$ cat src/rtl/freq_counter_pkg.sv
// Shared types and constants for the BCD frequency counter.
// Provides the BCD nibble type, seven-segment patterns and sync depth.
package freq_counter_pkg;

    typedef logic [3:0] bcd_t;

    localparam int SYNC_STAGES = 2;

    localparam bcd_t BCD_NINE  = 4'd9;
    localparam bcd_t BCD_BLANK = 4'hF;

    // Active-high segments, bit order gfedcba.
    localparam logic [6:0] SEG_0     = 7'h3F;
    localparam logic [6:0] SEG_1     = 7'h06;
    localparam logic [6:0] SEG_2     = 7'h5B;
    localparam logic [6:0] SEG_3     = 7'h4F;
    localparam logic [6:0] SEG_4     = 7'h66;
    localparam logic [6:0] SEG_5     = 7'h6D;
    localparam logic [6:0] SEG_6     = 7'h7D;
    localparam logic [6:0] SEG_7     = 7'h07;
    localparam logic [6:0] SEG_8     = 7'h7F;
    localparam logic [6:0] SEG_9     = 7'h6F;
    localparam logic [6:0] SEG_BLANK = 7'h00;

endpackage

$ cat src/rtl/freq_counter_bcd_seven_segment_decoder.sv
// BCD nibble to seven-segment decoder, blank for values 10..15.
// Ports: nibble (in, 4) value; seg (out, 7) active-high gfedcba.
module seven_segment_decoder
    import freq_counter_pkg::*;
(
    input  bcd_t       nibble,
    output logic [6:0] seg
);

    always_comb begin
        seg = SEG_BLANK;
        unique case (nibble)
            4'd0:    seg = SEG_0;
            4'd1:    seg = SEG_1;
            4'd2:    seg = SEG_2;
            4'd3:    seg = SEG_3;
            4'd4:    seg = SEG_4;
            4'd5:    seg = SEG_5;
            4'd6:    seg = SEG_6;
            4'd7:    seg = SEG_7;
            4'd8:    seg = SEG_8;
            4'd9:    seg = SEG_9;
            default: seg = SEG_BLANK;
        endcase
    end

endmodule

$ cat src/rtl/freq_counter_bcd.sv
// Gated BCD frequency counter with latched result and muxed display.
// Ports: clk, reset (sync high), signal, period_load/period (gate
// reload), bcd_out/count_valid/overflow (result), segments/digit.
module freq_counter_bcd
    import freq_counter_pkg::*;
#(
    parameter int DIGITS         = 4,
    parameter int PERIOD_W       = 16,
    parameter int DEFAULT_PERIOD = 1000,
    parameter int REFRESH_W      = 10,
    parameter int BLANK_ZEROS    = 1
) (
    input  logic                  clk,
    input  logic                  reset,
    input  logic                  signal,
    input  logic                  period_load,
    input  logic [PERIOD_W-1:0]   period,
    output logic [4*DIGITS-1:0]   bcd_out,
    output logic                  count_valid,
    output logic                  overflow,
    output logic [6:0]            segments,
    output logic [DIGITS-1:0]     digit
);

    localparam int IDX_W = (DIGITS > 1) ? $clog2(DIGITS) : 1;
    localparam logic [IDX_W-1:0] IDX_LAST = IDX_W'(DIGITS - 1);

    logic [SYNC_STAGES-1:0] sync_q, sync_d;
    logic                   edge_q, edge_d;
    logic [PERIOD_W-1:0]    period_q, period_d;
    logic [PERIOD_W-1:0]    gate_q, gate_d;
    logic [4*DIGITS-1:0]    cnt_q, cnt_d;
    logic                   ovf_win_q, ovf_win_d;
    logic [4*DIGITS-1:0]    bcd_q, bcd_d;
    logic                   ovf_q, ovf_d;
    logic                   valid_q, valid_d;
    logic [REFRESH_W-1:0]   refresh_q, refresh_d;
    logic [IDX_W-1:0]       idx_q, idx_d;
    logic [DIGITS-1:0]      digit_q, digit_d;
    logic [6:0]             segments_q, segments_d;

    logic                   sync_bit;
    logic                   edge_hit;
    logic [PERIOD_W-1:0]    period_eff;
    logic                   terminal;
    logic [DIGITS:0]        carry;
    logic [4*DIGITS-1:0]    cnt_inc;
    logic [4*DIGITS-1:0]    cnt_next;
    logic                   sat;
    logic                   ovf_next;
    bcd_t                   sel_nib;
    logic                   sel_blank;
    logic                   hi_zero;
    bcd_t                   dec_in;
    logic [6:0]             seg_dec;

    assign sync_bit = sync_q[SYNC_STAGES-1];
    assign edge_hit = sync_bit & ~edge_q;

    // A zero period behaves as a one-cycle window.
    assign period_eff = (period_q == '0) ? PERIOD_W'(1) : period_q;
    assign terminal   = (gate_q == period_eff - PERIOD_W'(1));

    assign carry[0] = edge_hit;

    for (genvar k = 0; k < DIGITS; k++) begin : g_decade
        bcd_t cur;
        assign cur          = cnt_q[4*k +: 4];
        assign carry[k+1]   = carry[k] & (cur == BCD_NINE);
        assign cnt_inc[4*k +: 4] = !carry[k] ? cur :
                                   (cur == BCD_NINE) ? 4'd0 :
                                   cur + 4'd1;
    end

    // A carry out of the top decade means all decades were 9.
    assign sat      = carry[DIGITS];
    assign cnt_next = sat ? cnt_q : cnt_inc;
    assign ovf_next = ovf_win_q | sat;

    always_comb begin
        sync_d    = {sync_q[SYNC_STAGES-2:0], signal};
        edge_d    = sync_bit;
        period_d  = period_q;
        gate_d    = gate_q + PERIOD_W'(1);
        cnt_d     = cnt_next;
        ovf_win_d = ovf_next;
        bcd_d     = bcd_q;
        ovf_d     = ovf_q;
        valid_d   = 1'b0;
        if (period_load) begin
            period_d  = period;
            gate_d    = '0;
            cnt_d     = '0;
            ovf_win_d = 1'b0;
        end else if (terminal) begin
            bcd_d     = cnt_next;
            ovf_d     = ovf_next;
            valid_d   = 1'b1;
            gate_d    = '0;
            cnt_d     = '0;
            ovf_win_d = 1'b0;
        end
    end

    always_comb begin
        refresh_d = refresh_q + REFRESH_W'(1);
        idx_d     = idx_q;
        if (&refresh_q) begin
            idx_d = (idx_q == IDX_LAST) ? '0 : idx_q + IDX_W'(1);
        end
    end

    // Walk from the top decade so hi_zero means "this and all above".
    always_comb begin
        sel_nib   = '0;
        sel_blank = 1'b0;
        hi_zero   = 1'b1;
        digit_d   = '0;
        for (int k = DIGITS - 1; k >= 0; k--) begin
            hi_zero = hi_zero & (bcd_q[4*k +: 4] == 4'd0);
            if (idx_q == IDX_W'(k)) begin
                sel_nib    = bcd_q[4*k +: 4];
                sel_blank  = hi_zero & (k != 0);
                digit_d[k] = 1'b1;
            end
        end
        dec_in     = (BLANK_ZEROS != 0 && sel_blank) ? BCD_BLANK : sel_nib;
        segments_d = seg_dec;
    end

    seven_segment_decoder u_dec (
        .nibble (dec_in),
        .seg    (seg_dec)
    );

    always_ff @(posedge clk) begin
        if (reset) begin
            sync_q     <= '0;
            edge_q     <= 1'b0;
            period_q   <= PERIOD_W'(DEFAULT_PERIOD);
            gate_q     <= '0;
            cnt_q      <= '0;
            ovf_win_q  <= 1'b0;
            bcd_q      <= '0;
            ovf_q      <= 1'b0;
            valid_q    <= 1'b0;
            refresh_q  <= '0;
            idx_q      <= '0;
            digit_q    <= DIGITS'(1);
            segments_q <= SEG_0;
        end else begin
            sync_q     <= sync_d;
            edge_q     <= edge_d;
            period_q   <= period_d;
            gate_q     <= gate_d;
            cnt_q      <= cnt_d;
            ovf_win_q  <= ovf_win_d;
            bcd_q      <= bcd_d;
            ovf_q      <= ovf_d;
            valid_q    <= valid_d;
            refresh_q  <= refresh_d;
            idx_q      <= idx_d;
            digit_q    <= digit_d;
            segments_q <= segments_d;
        end
    end

    assign bcd_out     = bcd_q;
    assign count_valid = valid_q;
    assign overflow    = ovf_q;
    assign segments    = segments_q;
    assign digit       = digit_q;

endmodule
$ cat config.mk
export PLATFORM = sky130hd
export DESIGN_NAME = freq_counter_bcd
export DESIGN_NICKNAME = d
export VERILOG_FILES = /design/src/rtl/freq_counter_pkg.sv /design/src/rtl/freq_counter_bcd_seven_segment_decoder.sv /design/src/rtl/freq_counter_bcd.sv
export SDC_FILE = /design/constraint.sdc
export NUM_CORES = 1
export LEC_CHECK = 0
export CORE_ASPECT_RATIO = 0.6
export CORE_MARGIN = 2
export CORE_UTILIZATION = 51
export CTS_BUF_LIST = sky130_fd_sc_hd__clkbuf_4
export CTS_CLUSTER_SIZE = 10
export DETAILED_ROUTE_END_ITERATION = 12
export PLACE_DENSITY = 0.82
export SYNTH_ARGS = -nofsm -noshare
export SYNTH_HDL_FRONTEND = slang
export SYNTH_SLANG_ARGS = --single-unit
$ cat constraint.sdc
create_clock -name clk -period 3.5 [get_ports clk]
set_input_delay 0.7 -clock clk [delete_from_list [all_inputs] [get_ports clk]]
set_output_delay 0.7 -clock clk [all_outputs]
set_load 0.02 [all_outputs]
==> metrics.txt, run 1 <==
footprint of the multi-input gates=2810 um^2; Critical Path AT=3.77 ns; Syn Nets=570; final worst-path cycle share=a little over nine tenths; fin. max-slew vios=0; type of element launching the critical path=flop; Post-Syn Instances=537; Worst Hold Class=reg2reg; # diodes=0; antenna violations before repair=0; share of the synthesized area in compound gates (AO/OA/AOI/OAI)=9.67%; final instance count without filler cells=between 700 and 800; fraction of the core area covered by cells at the end of the flow=62.9%; Achievable Freq=between 200 and 300 MHz; area used by sequential logic in the layout=roughly 1900 um^2; DR pass1 iterations=5; cell area after synthesis=4760 um^2; clock tree from TritonCTS=built; number of endpoints with negative hold slack in the final report=0; number of synthesized flops with an enable pin=0; HPWL after detailed placement=8490 um; final worst path period need=approximately 3.4 ns; number of hold buffers added after CTS=0; synthesized-area fraction occupied by adder cells=3.42%; worst slew pin tran=0.719 ns; Synth Register Bits=just over 90; Ys Warns=0; number of violations reported at the end of detailed-routing iteration 0=between 400 and 500; clock transition at the register clock pins on the worst setup and hold paths after CTS=0.14 ns; total power=around 1.9 mW; via count=a little over 4k; post-route ant nets=0; die height=just under 80 um; total DRC errors in the routed layout=0; max-cap violation count=0; root buffer selected by CTS=clkbuf_4; Static Leak=2.23 nW; kind of critical path=reg2reg; # port buffers=48; Max Root-Sink Buffers=2; via count of the first global-routing pass=3761; average size of a mapped cell=8.87 um^2; number of placement rows=27; Netlist cell types=54; final worst-path setup slack=0.101 ns; GRT busiest layer=met2; die area=10200 um^2; area added between synthesis and finish=20.5%; outcome=completed; fraction of met1 tracks used by global routing=32.7%; overflow left after global routing=0; pre-CTS setup slack=-0.0923 ns; Cell Pwr Density=332 nW/um^2; WHS=0.459 ns; post-route standard cell area excluding fillers=5740 um^2; portion of the post-synthesis area used by sequential elements=39.1%; Post-Place Cell Area=around 5500 um^2; dominant combinational cell family by area after synthesis=simple AND/OR/NAND/NOR gates; WP data required=between 3 and 4 ns; clock sinks=93; total track usage=23.3%; fillers=733; count of nets after finishing=630; pin count of the biggest net entering global routing=between 40 and 50; crit-path max FO=17; average vias per placed instance=approximately 5.7; share of post-route cells with drive strength above 1=13.8%; placed cell count=700; CP endpoint kind=flop; setup TNS after final layout=0 ns; met3 track demand over resource=7.21%; met2 usage in global routing=34.1%; routed length per instance=16.4 um; routed wire length=11700 um; ports placed on the boundary=between 40 and 50; latest clock arrival within the worst-skew pair=0.46 ns; fraction of registers with async set or reset after synthesis=0%; die outline width=129 um; xor and xnor fraction of the mapped netlist area=under 10%; simple-gate area share of the yosys netlist=27.3%; portion of netlist area occupied by mux cells=9.46%; top_reg_cell synth=dfxtp_1; Initial Util=between 50% and 60%; final clock skew=about 0.014 ns; final RePlAce weighted congestion=~0.93; Max-Slew Margin vs Limit=about half; number of setup violations in the final report=0; IR drop worst, VDD=between 0.0001 and 0.00015 V; CTS H-Tree Depth=3; clock buffers created by TritonCTS=9; global-route wire length before repair=18600 um; Placeable Area=approximately 9100 um^2
-- state kept, by name, indices dropped and copies added, names as in the netlist, 2 cells and up --
signal     count
segments       7
gate_q        16
sync_q         2
period_q      16
bcd_out       16
digit          4
idx_q          2
refresh_q     10
cnt_q         16
-- metal layers --
| layer | routed length [um] | part of all wire, % |
|---|---|---|
| met1 | 5530 | 47 |
| met2 | 5100 | 43 |
| met3 | 899 | 7.7 |
| met4 | 203 | 1.7 |
| met5 | 0 | 0 |
-- timing repair --
item | in CTS | in global routing
endpoints found under the setup margin | 34 | 51
gates resized for setup | 3 | 12
setup buffers | 0 | 1
pin swaps | 0 | 6
gates cloned | 0 | 1
-- cell families after synthesis --
kind of cell | Yosys count
XOR/XNOR | 41
adder cells (fa/ha/maj) | 13
buffers and inverters | 37
flip-flops | 93
multiplexers | 39
AO/OA/AOI/OAI | 68
AND/OR/NAND/NOR | 246
-- path summary, 6_finish.rpt --
check,cells past startpoint,start,slack [ns],to
max reg2reg,12,period_q[0]$_SDFFE_PP0P_,0.10,bcd_out[6]$_SDFFE_PP0P_
min,1,sync_q[0]$_SDFF_PP0_,0.46,sync_q[1]$_SDFF_PP0_
min reg2reg,1,sync_q[0]$_SDFF_PP0_,0.46,sync_q[1]$_SDFF_PP0_
max,12,period_q[0]$_SDFFE_PP0P_,0.10,bcd_out[6]$_SDFFE_PP0P_
-- report_power, final --
group | internal (mW) | switching (mW)
combinational | 0.0746 | 0.0902
clock | 0.286 | 0.368
sequential | 1.08 | 0.0131
total | 1.44 | 0.471
-- synthesized netlist by cell type (2+ instances only) --
library cell | count | area (um^2)
o21ai_0 | 14 | 70.1
a311oi_1 | 4 | 35.0
nor4bb_1 | 5 | 50.1
buf_2 | 4 | 20.0
a31oi_1 | 4 | 25.0
a211oi_1 | 4 | 30.0
a21o_1 | 5 | 37.5
nand2b_1 | 3 | 18.8
or2_2 | 8 | 50.1
nand4_1 | 8 | 50.1
xor2_1 | 27 | 236
buf_1 | 3 | 11.3
dfxtp_1 | 93 | 1860
ha_1 | 13 | 163
nand3b_1 | 6 | 45.0
or4_1 | 7 | 52.6
a22oi_1 | 2 | 15.0
nor3_1 | 39 | 195
and3_1 | 10 | 62.6
nand3_1 | 17 | 85.1
mux2i_1 | 21 | 210
nor4_1 | 8 | 50.1
a211o_1 | 2 | 17.5
mux2_2 | 8 | 90.1
clkbuf_1 | 17 | 63.8
or3_1 | 7 | 43.8
a21oi_1 | 17 | 85.1
nor2b_1 | 34 | 213
xnor2_1 | 14 | 123
o22a_1 | 2 | 17.5
o211a_1 | 2 | 20.0
nand2_1 | 39 | 146
nor2_1 | 48 | 180
inv_1 | 11 | 41.3
nor3b_1 | 3 | 22.5
mux2_4 | 10 | 150
-- cell usage in the layout, fill, tap and decap left out, drive strengths merged, types with 17 or more instances in the layout --
master	instances
dfxtp	93
nor2	48
clkdlybuf4s50	47
nand2	39
nor3	39
nor2b	34
xor2	27
buf	27
mux2i	21
mux2	18
a21oi	17
nand3	17
-- worst max-delay path, stage by stage (launching register included) --
cell and delay [ns]:
dfxtp_2 0.35, or4_4 0.57, nor4_4 0.32, nor2_1 0.07, ha_2 0.19, xor2_1 0.15
xnor2_1 0.21, nand4_1 0.19, nor4_2 0.28, nand3_1 0.11, or3_4 0.40, buf_12 0.17
mux2_4 0.30
-- layout make-up --
class                           count  area share (%)
Sequential cell                    93            32.5
Clock buffer                        9            1.18
Timing Repair Buffer               75            12.6
Tap cell                          116            2.53
Multi-Input combinational cell    407            49.0
Inverter                           11           0.719
Clock inverter                      6            1.53
(Power assumes the default switching activity.)
==> run 2: changes to the inputs <==
--- a/config.mk
+++ b/config.mk
@@ -14,2 +14,3 @@
 export PLACE_DENSITY = 0.82
+export SETUP_SLACK_MARGIN = 0.2
 export SYNTH_ARGS = -nofsm -noshare
--- a/constraint.sdc
+++ b/constraint.sdc
@@ -3,2 +3,2 @@
 set_output_delay 0.7 -clock clk [all_outputs]
-set_load 0.02 [all_outputs]
+set_load 0.01 [all_outputs]
==> run 2 against run 1 <==
Against the previous run:
- worst hold slack gained 0.0041 ns
- design area is 3.5% higher
- sequential power about the same
- sequential share of layout area is 1.0 points lower
- critical endpoint is now bcd_out[12]$_SDFFE_PP0P_
- largest power group unchanged
==> metrics.txt, run 2 (synthesized netlist as in run 1, its figures left out) <==
clock sinks=93 (unchanged); ports placed on the boundary=49 (unchanged); Cell Pwr Density=320 nW/um^2 (was 332 nW/um^2); WP data required=3.85 ns (was 3.87 ns); die outline width=129 um (unchanged); Met2 Wirelength=5400 um (was 5100 um); die area=10200 um^2 (unchanged); root buffer selected by CTS=clkbuf_4 (unchanged); number of placement rows=27 (unchanged); fin. max-slew vios=0 (unchanged); antenna violations before repair=0 (unchanged); number of violations reported at the end of detailed-routing iteration 0=377 (was 419); latest clock arrival within the worst-skew pair=0.45 ns (was 0.46 ns); routed length per instance=16.9 um (was 16.4 um); number of endpoints with negative hold slack in the final report=0 (unchanged); met3 routed WL=1080 um (was 899 um); Placeable Area=9120 um^2 (unchanged); master of the slowest instance on the critical path=or4_4 (unchanged); via count of the first global-routing pass=3980 (was 3761); pin count of the biggest net entering global routing=37 (was 49); overflow left after global routing=0 (unchanged); clock buffers created by TritonCTS=9 (unchanged); via count=4202 (was 4122); share of post-route cells with drive strength above 1=16.2% (was 13.8%); outcome=completed (unchanged); final clock skew=0.0169 ns (was 0.0138 ns); final worst-path cycle share=97.9% (was 97.1%); Achievable Freq=292 MHz (was 294 MHz); Post-Place Cell Area=5460 um^2 (was 5500 um^2); most frequent cells in the layout=dfxtp_1 (88), nor2_1 (48), clkdlybuf4s50_1 (47) (was dfxtp_1 (92), nor2_1 (48), clkdlybuf4s50_1 (47)); average vias per placed instance=5.79 (was 5.75); die height=78.9 um (unchanged); clock transition at the register clock pins on the worst setup and hold paths after CTS=0.15 ns (was 0.14 ns); final worst-path setup slack=0.0748 ns (was 0.101 ns); footprint of the multi-input gates=2850 um^2 (was 2810 um^2); final RePlAce weighted congestion=0.912 (was 0.927); number of setup violations in the final report=0 (unchanged); CTS H-Tree Depth=3 (unchanged); DR pass1 iterations=5 (unchanged); area used by sequential logic in the layout=1870 um^2 (was 1860 um^2); # diodes=0 (unchanged); IR drop worst, VDD=0.000155 V (was 0.000134 V); routed wire length=12300 um (was 11700 um); count of nets after finishing=638 (was 630); crit-path max FO=8 (was 17); area added between synthesis and finish=24.8% (was 20.5%); HPWL after detailed placement=8440 um (was 8490 um); pre-CTS setup slack=0.0140 ns (was -0.0923 ns); kind of critical path=reg2reg (unchanged); most common cell after layout, fill and taps aside=dfxtp_1 (unchanged); critical-path cell list=or4_4 -> nor4_4 -> nor2_1 -> ha_2 -> nor3b_4 -> a211oi_2 -> a31oi_2 -> nor4_2 -> nand3_1 -> or3_4 -> clkbuf_16 -> mux2_4 (was or4_4 -> nor4_4 -> nor2_1 -> ha_2 -> xor2_1 -> xnor2_1 -> nand4_1 -> nor4_2 -> nand3_1 -> or3_4 -> buf_12 -> mux2_4); Critical Path AT=3.77 ns (about the same); Max-Slew Margin vs Limit=46.6% (was 51.6%); Max Root-Sink Buffers=2 (unchanged); Static Leak=2.32 nW (was 2.23 nW); # port buffers=48 (unchanged); post-route ant nets=0 (unchanged); clock tree from TritonCTS=built (unchanged); fillers=705 (was 733); max-cap violation count=0 (unchanged); CP endpoint kind=flop (unchanged); slowest cell delay on critical path=0.57 ns (about the same); Initial Util=52.2% (unchanged); total track usage=24.3% (was 23.3%); worst slew pin tran=0.794 ns (was 0.719 ns); total DRC errors in the routed layout=0 (unchanged); met1 wire length=5710 um (was 5530 um); total power=1.90 mW (was 1.91 mW); uppermost routed layer=met4 (unchanged); global-route wire length before repair=19500 um (was 18600 um); post-route standard cell area excluding fillers=5940 um^2 (was 5740 um^2); type of element launching the critical path=flop (unchanged); RSZ-0062 raised after global routing=true; final worst path period need=3.43 ns (was 3.40 ns); Worst Hold Class=reg2reg (unchanged)
==> run 2: cell count changes in the layout (fill, tap and decap cells not counted), sizes merged <==
cell / delta
buf: +6
clkbuf: +2
clkinv: +2
clkinvlp: -1
==> run 2: worst paths after layout <==
check | startpoint | endpoint | slack [ns] | cells after the start
max | period_q[5]$_SDFFE_PP1P_ | bcd_out[12]$_SDFFE_PP0P_ | 0.07 | 12
min | sync_q[0]$_SDFF_PP0_ | sync_q[1]$_SDFF_PP0_ | 0.46 | 1
max reg2reg | period_q[5]$_SDFFE_PP1P_ | bcd_out[12]$_SDFFE_PP0P_ | 0.07 | 12
min reg2reg | sync_q[0]$_SDFF_PP0_ | sync_q[1]$_SDFF_PP0_ | 0.46 | 1
==> run 2: critical path: cells and delay by family (launching register included) <==
family	cells	cell delay (ns)
buffers and inverters	1	0.19
flip-flops	1	0.35
adder cells (fa/ha/maj)	1	0.19
AND/OR/NAND/NOR	7	1.98
multiplexers	1	0.29
AO/OA/AOI/OAI	2	0.33
==> run 2: final cells by class <==
| type | count | share of cell area [%] |
|---|---|---|
| Tap cell | 116 | 2.44 |
| Timing Repair Buffer | 83 | 14.9 |
| Clock inverter | 7 | 1.50 |
| Sequential cell | 93 | 31.4 |
| Clock buffer | 9 | 1.14 |
| Multi-Input combinational cell | 407 | 47.9 |
| Inverter | 11 | 0.695 |
==> run 2: stage by stage <==
step,std cells,utilization (%),setup TNS [ns],hold WS [ns]
after floorplan,537,-,0,0.414
after global placement,693,59.8,-0.0411,0.426
after detailed placement,693,59.8,0,0.438
after CTS,717,63.3,0,0.458
after global routing,726,65.1,-2.87,0.477
final,726,65.1,0,0.463
==> run 2: what timing repair did <==
action / CTS / global route
setup endpoints to repair: 51 / 51
hold buffers: 0 / 0
cloned: 2 / 3
hold endpoints to repair: 0 / 0
pin swaps: 10 / 17
gates resized for setup: 14 / 9
buffers inserted: 6 / 6
==> run 2: power by group <==
part | switching (mW) | internal, mW | leakage [nW] | total, mW
combinational | 0.0875 | 0.0748 | 1.49 | 0.162
sequential | 0.0178 | 1.08 | 0.754 | 1.09
clock | 0.358 | 0.286 | 0.0814 | 0.645
total | 0.464 | 1.44 | 2.32 | 1.90
==> run 2: layer usage <==
layer  up-vias  global-route usage (%)
met5         -                       0
met4         0                    6.30
met3        11                    8.63
met2       160                    36.0
met1      1995                    33.8
li1       2036                       -
==> run 3: changes to the inputs <==
ABC_AREA = 1   (was default)
PLACE_DENSITY = 0.81   (was 0.82)
==> run 3 against run 2 <==
Against the previous run:
- clock skew down 0.0040 ns
- critical path depth grew 9
- core utilization is 3.6 points lower
- non-clock buffer count down 27
- die area up 3.2%
- worst hold slack worse by 0.048 ns
- first-iteration DRC count rose by 19%
- via count is 11% higher
- register-to-register slack improved by 0.35 ns
- area after synthesis grew 3.3%
- clock power decreased by 17%
- critical endpoint is now cnt_q[1]$_SDFF_PP0_
==> metrics.txt, run 3 <==
number of violations reported at the end of detailed-routing iteration 0=447 (was 377); Placeable Area=9260 um^2 (was 9120 um^2); outcome=completed (unchanged); WP data required=3.86 ns (was 3.85 ns); Syn Nets=747 (was 570); routed length per instance=13.8 um (was 16.9 um); top post-synthesis cells by area=dfxtp_1 (38%), nand2_1 (9.8%), inv_1 (8.8%) (was dfxtp_1 (39%), xor2_1 (5.0%), nor2b_1 (4.5%)); clock transition at the register clock pins on the worst setup and hold paths after CTS=0.15 ns (about the same); total track usage=24.4% (was 24.3%); top_reg_cell synth=dfxtp_1 (unchanged); post-route ant nets=0 (unchanged); clock sinks=93 (unchanged); Post-Syn Instances=714 (was 537); start point of the worst hold path=sync_q[0]$_SDFF_PP0_ (unchanged); cell area after synthesis=4920 um^2 (was 4760 um^2); Ys Warns=0 (unchanged); beginning of the worst register-to-register path=period_q[2]$_SDFFE_PP0P_ (was period_q[5]$_SDFFE_PP1P_); Hold Path Depth=2 (was 1); Cell Pwr Density=317 nW/um^2 (was 320 nW/um^2); die height=80.1 um (was 78.9 um); clock tree from TritonCTS=built (unchanged); latest clock arrival within the worst-skew pair=0.47 ns (was 0.45 ns); max-cap violation count=0 (unchanged); final worst-path cycle share=88.0% (was 97.9%); Static Leak=2.40 nW (was 2.32 nW); portion of the post-synthesis area used by sequential elements=37.8% (was 39.1%); final clock skew=0.0129 ns (was 0.0169 ns); Achievable Freq=325 MHz (was 292 MHz); average size of a mapped cell=6.89 um^2 (was 8.87 um^2); kind of critical path=reg2reg (unchanged); setup TNS after final layout=0 ns (unchanged); total power=1.81 mW (was 1.90 mW); via count=4651 (was 4202); post-route standard cell area excluding fillers=5700 um^2 (was 5940 um^2); final worst path period need=3.08 ns (was 3.43 ns); final RePlAce weighted congestion=0.895 (was 0.912); Max Root-Sink Buffers=2 (unchanged); overflow left after global routing=0 (unchanged); number of synthesized flops with an enable pin=0 (unchanged); share of post-route cells with drive strength above 1=9.62% (was 16.2%); pin count of the biggest net entering global routing=35 (was 37); DR pass1 iterations=4 (was 5); CP endpoint kind=flop (unchanged); cell accounting for the most synthesized area=dfxtp_1 (unchanged); worst slew pin tran=0.609 ns (was 0.794 ns); HPWL after detailed placement=9500 um (was 8440 um); average vias per placed instance=5.17 (was 5.79); clock buffers created by TritonCTS=9 (unchanged); number of placement rows=27 (unchanged); Post-Place Cell Area=5510 um^2 (was 5460 um^2); Netlist cell types=38 (was 54); # port buffers=48 (unchanged); global-route wire length before repair=19700 um (was 19500 um); FF-to-FF End=cnt_q[1]$_SDFF_PP0_ (was bcd_out[12]$_SDFFE_PP0P_); antenna violations before repair=0 (unchanged); Initial Util=53.1% (was 52.2%); via count of the first global-routing pass=3968 (was 3980); share of Yosys cell area claimed by the top area cell type=37.8% (was 39.1%); most frequent cells in the layout=nand2_1 (129), inv_1 (115), nor2_1 (102) (was dfxtp_1 (88), nor2_1 (48), clkdlybuf4s50_1 (47)); cell with the most instances after synthesis=nand2_1 (was dfxtp_1); type of element launching the critical path=flop (unchanged); setup slack on the worst flop-to-flop path=0.42 ns (was 0.07 ns); WHS=0.415 ns (was 0.463 ns); fin. max-slew vios=0 (unchanged); ports placed on the boundary=49 (unchanged); fraction of registers with async set or reset after synthesis=0% (unchanged); routed wire length=12400 um (was 12300 um); total DRC errors in the routed layout=0 (unchanged); Critical Path AT=3.44 ns (was 3.77 ns); Max-Slew Margin vs Limit=59.1% (was 46.6%); IR drop worst, VDD=0.000237 V (was 0.000155 V); die area=10500 um^2 (was 10200 um^2); # diodes=0 (unchanged); Synth Register Bits=93 (unchanged); number of endpoints with negative hold slack in the final report=0 (unchanged); die outline width=131 um (was 129 um); root buffer selected by CTS=clkbuf_4 (unchanged); count of nets after finishing=797 (was 638); area added between synthesis and finish=15.8% (was 24.8%); crit-path max FO=26 (was 8); Worst Hold Class=reg2reg (unchanged); CTS H-Tree Depth=3 (unchanged); cell count of the worst reg-to-reg path=21 (was 12); ranking of synthesized cells by instance count=nand2_1 (129), inv_1 (115), nor2_1 (103) (was dfxtp_1 (93), nor2_1 (48), nand2_1 (39), nor3_1 (39), nor2b_1 (34)); RSZ-0062 raised after global routing=false (was true); most common cell after layout, fill and taps aside=nand2_1 (was dfxtp_1); number of setup violations in the final report=0 (unchanged); Endpoint, Worst Hold=sync_q[1]$_SDFF_PP0_ (unchanged)
[run 3: cell types whose count changed in the layout (fill, tap and decap cells not counted), sizes merged, moves of 28 or more]
cell | previous run | this run
nand2 | 39 | 144
nor2 | 48 | 118
inv | 12 | 126
o21ai | 14 | 42
nand3 | 17 | 46
nor2b | 34 | 1
[run 3: what timing repair did]
item | CTS | global route
setup endpoints to repair | 0 | 51
gates resized for setup | 0 | 5
hold buffers | 0 | 0
hold endpoints to repair | 0 | 0
setup buffers | 0 | 3
[run 3: power by group]
group / switching [mW] / total, mW / internal, mW
clock: 0.388 / 0.537 / 0.149
sequential: 0.0208 / 1.10 / 1.08
combinational: 0.106 / 0.172 / 0.0668
total: 0.515 / 1.81 / 1.29
[run 3: logic make-up after synthesis]
| kind of cell | Yosys count | synth area share [%] |
|---|---|---|
| simple gates | 354 | 33.5 |
| xor+xnor | 22 | 3.92 |
| flops | 93 | 37.8 |
| fa+ha+maj | 13 | 3.31 |
| buf+inv | 143 | 11.6 |
| compound gates | 89 | 9.82 |
[run 3: how the worst max path moves through the flow]
stage | slack (ns) | cells after the start | start | to
2_1_floorplan | 0.97 | 19 | period_q[2]$_SDFFE_PP0P_ | bcd_out[6]$_SDFFE_PP0P_
3_3_place_gp | 0.33 | 18 | period_q[10]$_SDFFE_PP0P_ | cnt_q[7]$_SDFF_PP0_
3_5_place_dp | 0.24 | 18 | period_q[10]$_SDFFE_PP0P_ | cnt_q[1]$_SDFF_PP0_
4_1_cts | 0.21 | 18 | period_q[10]$_SDFFE_PP0P_ | cnt_q[1]$_SDFF_PP0_
5_1_grt | 0.21 | 21 | period_q[6]$_SDFFE_PP1P_ | cnt_q[6]$_SDFF_PP0_
6_report | 0.42 | 21 | period_q[2]$_SDFFE_PP0P_ | cnt_q[1]$_SDFF_PP0_
[run 3: metrics by stage]
step,instances,utilization (%),setup WS (ns)
finish,899,61.5,0.420
global route,899,61.5,0.207
CTS,895,60.8,0.210
detailed placement,879,59.5,0.236
global placement,879,59.5,0.327
floorplan,714,-,0.974
[run 3: layout make-up]
cell class,count,area (um^2)
fillers,879,3560
multi-input cells,479,2520
flip-flops and latches,93,1860
repair buffers,56,566
inverters,125,469
well taps,130,163
clock buffers,9,67.6
clock inverters,7,51.3
[run 3: critical path: stages, from the launching register on]
cell	delay [ns]
dfxtp_1	0.40
nor2_4	0.23
nand2_1	0.09
nor2_2	0.13
nand2_4	0.12
nand2_1	0.11
inv_2	0.05
ha_1	0.26
nand2_4	0.13
inv_2	0.08
nand3_1	0.11
nand3_1	0.08
nand2_1	0.07
nand2_1	0.08
nor2_1	0.14
nand3_2	0.11
nor2_4	0.14
buf_12	0.14
nand2_1	0.06
nand3_2	0.16
buf_12	0.20
nor2_1	0.06
[run 3: metal layers]
metal  track usage, %  vias to the layer above  part of all wire, %
met4             3.51                        0                 0.77
li1                 -                     2338                    -
met1             38.5                     2131                   51
met5                0                        -                    0
met2             33.2                      173                   39
met3             6.60                        9                  8.7
